===== src/rtl/grid_translator.sv =====
// Column-scanning cell-code translator: turns a ROWS x COLS grid of CODE_W-bit codes into a one-bit match map.
// The optional popcount output is enabled with GRID_TRANSLATOR_COUNT_EN.
module grid_translator #(
  parameter int ROWS   = 10,
  parameter int COLS   = 10,
  parameter int CODE_W = 2,
  parameter int LANES  = 1
) (
  input  logic                             clk_in,
  input  logic                             reset_n_in,
  input  logic                             start_in,
  input  logic [ROWS*COLS*CODE_W-1:0]      grid_in,
  input  logic [CODE_W-1:0]                match_code_in,
  input  logic                             mode_in,
  output logic [ROWS*COLS-1:0]             grid_out,
  output logic                             busy_out,
  output logic                             done_out,
`ifdef GRID_TRANSLATOR_COUNT_EN
  output logic [$clog2(ROWS*COLS+1)-1:0]   count_out,
`endif
  output logic [1:0]                       state_out
);

  localparam int CELLS = ROWS * COLS;
  localparam int COL_W = $clog2(COLS + 1);
  localparam int CNT_W = $clog2(CELLS + 1);

  if ((COLS % LANES) != 0) begin : g_lanes_check
    $error("grid_translator: COLS must be a multiple of LANES");
  end

  // Handshake: start_in is a level request sampled only in IDLE; while busy_out
  // is high any start_in is dropped, never queued.
  typedef enum logic [1:0] {
    IDLE = 2'd0,
    SCAN = 2'd1,
    DONE = 2'd2
  } state_t;

  state_t                     state;
  logic [COL_W-1:0]           col;
  logic [CELLS*CODE_W-1:0]    grid_q;
  logic [CODE_W-1:0]          match_q;
  logic                       mode_q;
  logic [CELLS-1:0]           work_map;
  logic [CELLS-1:0]           hit_all;
  logic [CELLS-1:0]           work_next;
  logic [CNT_W-1:0]           scan_ones;
`ifdef GRID_TRANSLATOR_COUNT_EN
  logic [CNT_W-1:0]           acc;
`endif

  assign state_out = state;

  // Per-cell result from the captured snapshot; NE mode is simply the inverted compare.
  always_comb begin
    hit_all = '0;
    for (int i = 0; i < CELLS; i++) begin
      hit_all[i] = (grid_q[i*CODE_W +: CODE_W] == match_q) ^ mode_q;
    end
  end

  // Only the LANES columns in the current window are written into the working map.
  always_comb begin
    work_next = work_map;
    scan_ones = '0;
    for (int r = 0; r < ROWS; r++) begin
      for (int c = 0; c < COLS; c++) begin
        if ((c >= int'(col)) && (c < int'(col) + LANES)) begin
          work_next[r*COLS+c] = hit_all[r*COLS+c];
          scan_ones = scan_ones + CNT_W'(hit_all[r*COLS+c]);
        end
      end
    end
  end

  always_ff @(posedge clk_in or negedge reset_n_in) begin
    if (!reset_n_in) begin
      state    <= IDLE;
      col      <= '0;
      grid_q   <= '0;
      match_q  <= '0;
      mode_q   <= 1'b0;
      work_map <= '0;
      grid_out <= '0;
      busy_out <= 1'b0;
      done_out <= 1'b0;
`ifdef GRID_TRANSLATOR_COUNT_EN
      acc       <= '0;
      count_out <= '0;
`endif
    end else begin
      done_out <= 1'b0;
      case (state)
        IDLE: begin
          if (start_in) begin
            grid_q   <= grid_in;
            match_q  <= match_code_in;
            mode_q   <= mode_in;
            work_map <= '0;
            col      <= '0;
            busy_out <= 1'b1;
            state    <= SCAN;
`ifdef GRID_TRANSLATOR_COUNT_EN
            acc      <= '0;
`endif
          end
        end
        SCAN: begin
          work_map <= work_next;
          col      <= col + COL_W'(LANES);
`ifdef GRID_TRANSLATOR_COUNT_EN
          acc      <= acc + scan_ones;
`endif
          // Exit on the edge that scans the last window, so col tops out at COLS.
          if (col == COL_W'(COLS - LANES)) begin
            state <= DONE;
          end
        end
        DONE: begin
          grid_out <= work_map;
          done_out <= 1'b1;
          busy_out <= 1'b0;
          state    <= IDLE;
`ifdef GRID_TRANSLATOR_COUNT_EN
          count_out <= acc;
`endif
        end
        default: begin
          state <= IDLE;
        end
      endcase
    end
  end

`ifndef GRID_TRANSLATOR_COUNT_EN
  logic unused_ones;
  assign unused_ones = ^scan_ones;
`endif

endmodule


===== config.mk =====
export PLATFORM = sky130hd
export DESIGN_NAME = grid_translator
export DESIGN_NICKNAME = d
export VERILOG_FILES = /design/src/rtl/grid_translator.sv
export SDC_FILE = /design/constraint.sdc
export NUM_CORES = 1
export LEC_CHECK = 0
export ABC_AREA = 1
export CELL_PAD_IN_SITES_DETAIL_PLACEMENT = 0
export CELL_PAD_IN_SITES_GLOBAL_PLACEMENT = 2
export CORE_MARGIN = 4
export CORE_UTILIZATION = 32
export DETAILED_ROUTE_END_ITERATION = 10
export MAX_ROUTING_LAYER = met4
export PLACE_DENSITY = 0.83
export SETUP_SLACK_MARGIN = 0.4
export SLEW_MARGIN = 40
export SYNTH_ARGS = -nofsm -noshare
export SYNTH_HDL_FRONTEND = slang
export SYNTH_SLANG_ARGS = --single-unit
export TNS_END_PERCENT = 20

===== constraint.sdc =====
create_clock -name clk_in -period 2.35 [get_ports clk_in]
set_clock_uncertainty 0.2 [all_clocks]
set_input_delay 0.705 -clock clk_in [delete_from_list [all_inputs] [get_ports clk_in]]
set_output_delay 0.705 -clock clk_in [all_outputs]
set_load 0.02 [all_outputs]

==> results by group <==
Run status
  • Status: finished clean

Global routing
  • Gr ovfl total: 0
  • Initial antenna violation count: 3
  • Vias in the first global route: 15,800
  • Largest net degree at the start of global routing: 93
  • Global-route wire length before repair: 91,700 um
  • Gr usage total: 18.6%

Timing
  • Least-Margin Pin Slew: 0.668 ns
  • RSZ-0062 raised after global routing: yes
  • Slew headroom: 55.5%
  • Final setup violating endpoints: 0
  • Slew Viols, Final: 0
  • Hold slack: 0.263 ns
  • Min Tclk post-route: 2.08 ns
  • Tcrit/Tclk final: 88.6%
  • Fin. Hold Viols: 0
  • Sum Neg Setup Slack: 0 ns
  • Max Clk Rate: 480 MHz

Worst setup path
  • Reg2reg setup slack: 0.40 ns
  • Reg2reg path depth: 8
  • CP Capture Type: output port
  • Worst-path cell chain: buf_6
  • RR Endpoint: work_map[93]
  • Crit Path Class: reg -> out
  • CP max stage cell: dfrtp_2
  • Critical path arrival: 1.18 ns
  • CP Max Fanout: 2
  • Critical path launch point type: flop
  • Buffers & Inverters on Critical Path: 1
  • Reg-to-Reg Start: state_out[0]
  • Largest delay share family, worst path: flip-flops
  • Req. time, crit path: 1.44 ns
  • Worst path max stage delay: 0.45 ns

Floorplanning
  • Row Count: 89
  • Die ar.: 0.0640 mm2
  • Die Ht: 253 um
  • Die Wd: 253 um
  • Starting density of the core: 32.4%
  • I/O pins: 310
  • Core footprint: 0.0592 mm2

Drt
  • Routed WL: 58,900 um
  • 1st-iter DRT viols: 924
  • WL per Instance: 17.1 um
  • Routed vias/inst: 4.60
  • TritonRoute pass-1 iters: 5
  • DR vias: 15,900
  • Post-route ant nets: 0
  • Drt drc: 0

Cells and area
  • Area growth syn-to-layout: 32.0%
  • Post-layout util: 42.8%
  • Nets: 2,843
  • Register cell area after layout: 0.0103 mm2
  • Non-Filler Instances: 3,449
  • Multi-input gate area: 0.00805 mm2
  • Layout cells sized above 1: 11.9%
  • Fill count: 5,970

Place
  • IO Port Bufs: 309
  • Final estimated routing congestion in global placement: 0.805
  • Placed insts: 3,329
  • DP Wirelength: 39,400 um

Power and ir drop
  • Clock Power Share: 21.0%
  • Sw frac: 40.1%
  • PD cells: 1440 mW/mm2
  • Int Pwr: 0.0218 W
  • Sequential Power Share: 32.1%
  • Pleak: 12.4 nW
  • Comb power frac: 46.9%
  • Switch Pwr: 0.0146 W
  • Worst VDD drop: 590 uV

Min path
  • Worst hold endpoint: grid_out[92]
  • Worst Hold Class: reg -> reg
  • Hold path start: grid_out[92]
  • Worst hold path cell count: 2

Logic synthesis
  • Seq/Total Area, Yosys: 53.6%
  • Yosys reg bits: 411
  • Warnings, synthesis: 0
  • Mapped cell area: 0.0192 mm2
  • Synth unique cells: 28
  • Syn Inst Count: 2,314
  • Post-Syn Nets: 2,523
  • Syn_area_per_cell: 8.30 um2

Run
  • MaxCap Viol Count: 0

Clocking
  • TritonCTS Buffers: 48
  • Htree depth: 2
  • Clock Latency Late Sink: 0.58 ns
  • CTS sink cnt: 411
  • TritonCTS clock tree: done
  • Clk slew on worst S/H paths: 0.06 ns
  • Clock Path Buffers: 3
  • Root buffer cell: clkbuf_16
[how the worst max path moves through the flow]
stage,from,end,slack [ns],depth (start not counted)
global route,grid_out[88],grid_out[88],0.22,1
floorplan,start_in,work_map[17],0.56,5
finish,grid_out[88],grid_out[88],0.27,1
CTS,grid_out[88],grid_out[88],0.22,1
global placement,start_in,work_map[13],-0.007,6
detailed placement,start_in,work_map[13],-0.02,6
[final cells by class]
cell class	instances	share of cell area (%)
multi-input combinational	1692	31.8
inverter	75	1.16
tap	773	3.81
clock inverter	20	0.883
antenna	3	0.0296
clock buffer	69	5.57
sequential	411	40.6
timing repair buffer	406	16.2
[per-stage QoR]
step | cell area, um2 | total power (W) | worst slack, ns
2_1_floorplan | 19200 | 0.0232 | 0.561
3_3_place_gp | 23600 | 0.0282 | -0.00710
3_5_place_dp | 23600 | 0.0285 | -0.0218
4_1_cts | 25000 | 0.0362 | 0.218
5_1_grt | 25400 | 0.0394 | 0.223
6_report | 25400 | 0.0364 | 0.267
[layout by cell type, fill, tap and decap left out, types with 19 or more instances in the layout]
cell                n
o21ai_0            93
nand2_1          1028
buf_12             40
dfrtp_1           403
o21ai_1            32
a21oi_1            68
nor2_1             78
buf_4              50
xnor2_1           200
buf_2              71
o22ai_1            19
clkbuf_16          52
buf_6              35
nand3_1           132
clkdlybuf4s50_1   204
inv_1              65
[kinds of logic (layout without fill, tap and decap cells)]
family / Yosys count / count (layout) / share of synthesized area [%]
AO/OA/AOI/OAI: 214 / 214 / 5.71
other: 0 / 3 / 0
XOR/XNOR: 216 / 216 / 9.85
adder cells (fa/ha/maj): 3 / 3 / 0.195
flip-flops: 411 / 411 / 53.6
buffers and inverters: 211 / 570 / 4.89
AND/OR/NAND/NOR: 1259 / 1259 / 25.8
[worst register-to-register path: stages, from the launching register on]
cell     delay [ns]
dfrtp_1        0.38
buf_6          0.13
inv_4          0.04
nor2_4         0.17
buf_4          0.44
nand2_1        0.12
nor2_1         0.27
nand2_1        0.09
nand2_1        0.06
[metal layers]
layer  wire length, um  track usage, %  vias up
met5                 0               -        -
met4               980            3.77        0
met3              2820            3.18       66
met2             27000            29.3      362
met1             28100            25.7     7572
li1                  -               -     7876
[synthesized netlist by cell type, drive strengths merged]
library cell  instances  share of area, %
nor2                 81               1.6
a21oi                69               1.8
dfrtp               411                54
clkinv                1             0.020
o22ai                19              0.62
buf                  76               2.2
ha                    3              0.20
xor2                 16              0.73
nor3                  1             0.026
o21ai               125               3.3
nand3               133               3.5
o21a                  1             0.039
nand2              1041                20
inv                  74               1.4
xnor2               200               9.1
clkbuf               60               1.2
nand4                 3             0.098
[what timing repair did]
| action | 4_1_cts | 5_1_grt |
|---|---|---|
| endpoints found under the setup margin | 142 | 185 |
| gates cloned | 0 | 3 |
| endpoints found under the hold margin | 25 | 0 |
| gates resized for setup | 483 | 43 |
| pin swaps | 0 | 8 |
| setup buffers | 8 | 16 |
| hold buffers | 1 | 0 |
[power groups by stage]
stage	sequential [W]	clock [W]	combinational, W
2_1_floorplan	0.0117	0	0.0115
3_3_place_gp	0.0118	0	0.0164
4_1_cts	0.0117	0.00790	0.0166
3_5_place_dp	0.0118	0	0.0166
6_report	0.0117	0.00766	0.0171
5_1_grt	0.0120	0.00820	0.0192
[registers in the layout, summed over array words and instances, names as in the netlist]
register / flops
grid_q: 200
grid_out: 100
work_map: 100
col: 4
match_q: 2
state_out: 2
busy_out: 1
done_out: 1
mode_q: 1
Note: power is estimated with default switching activity, not from simulation.
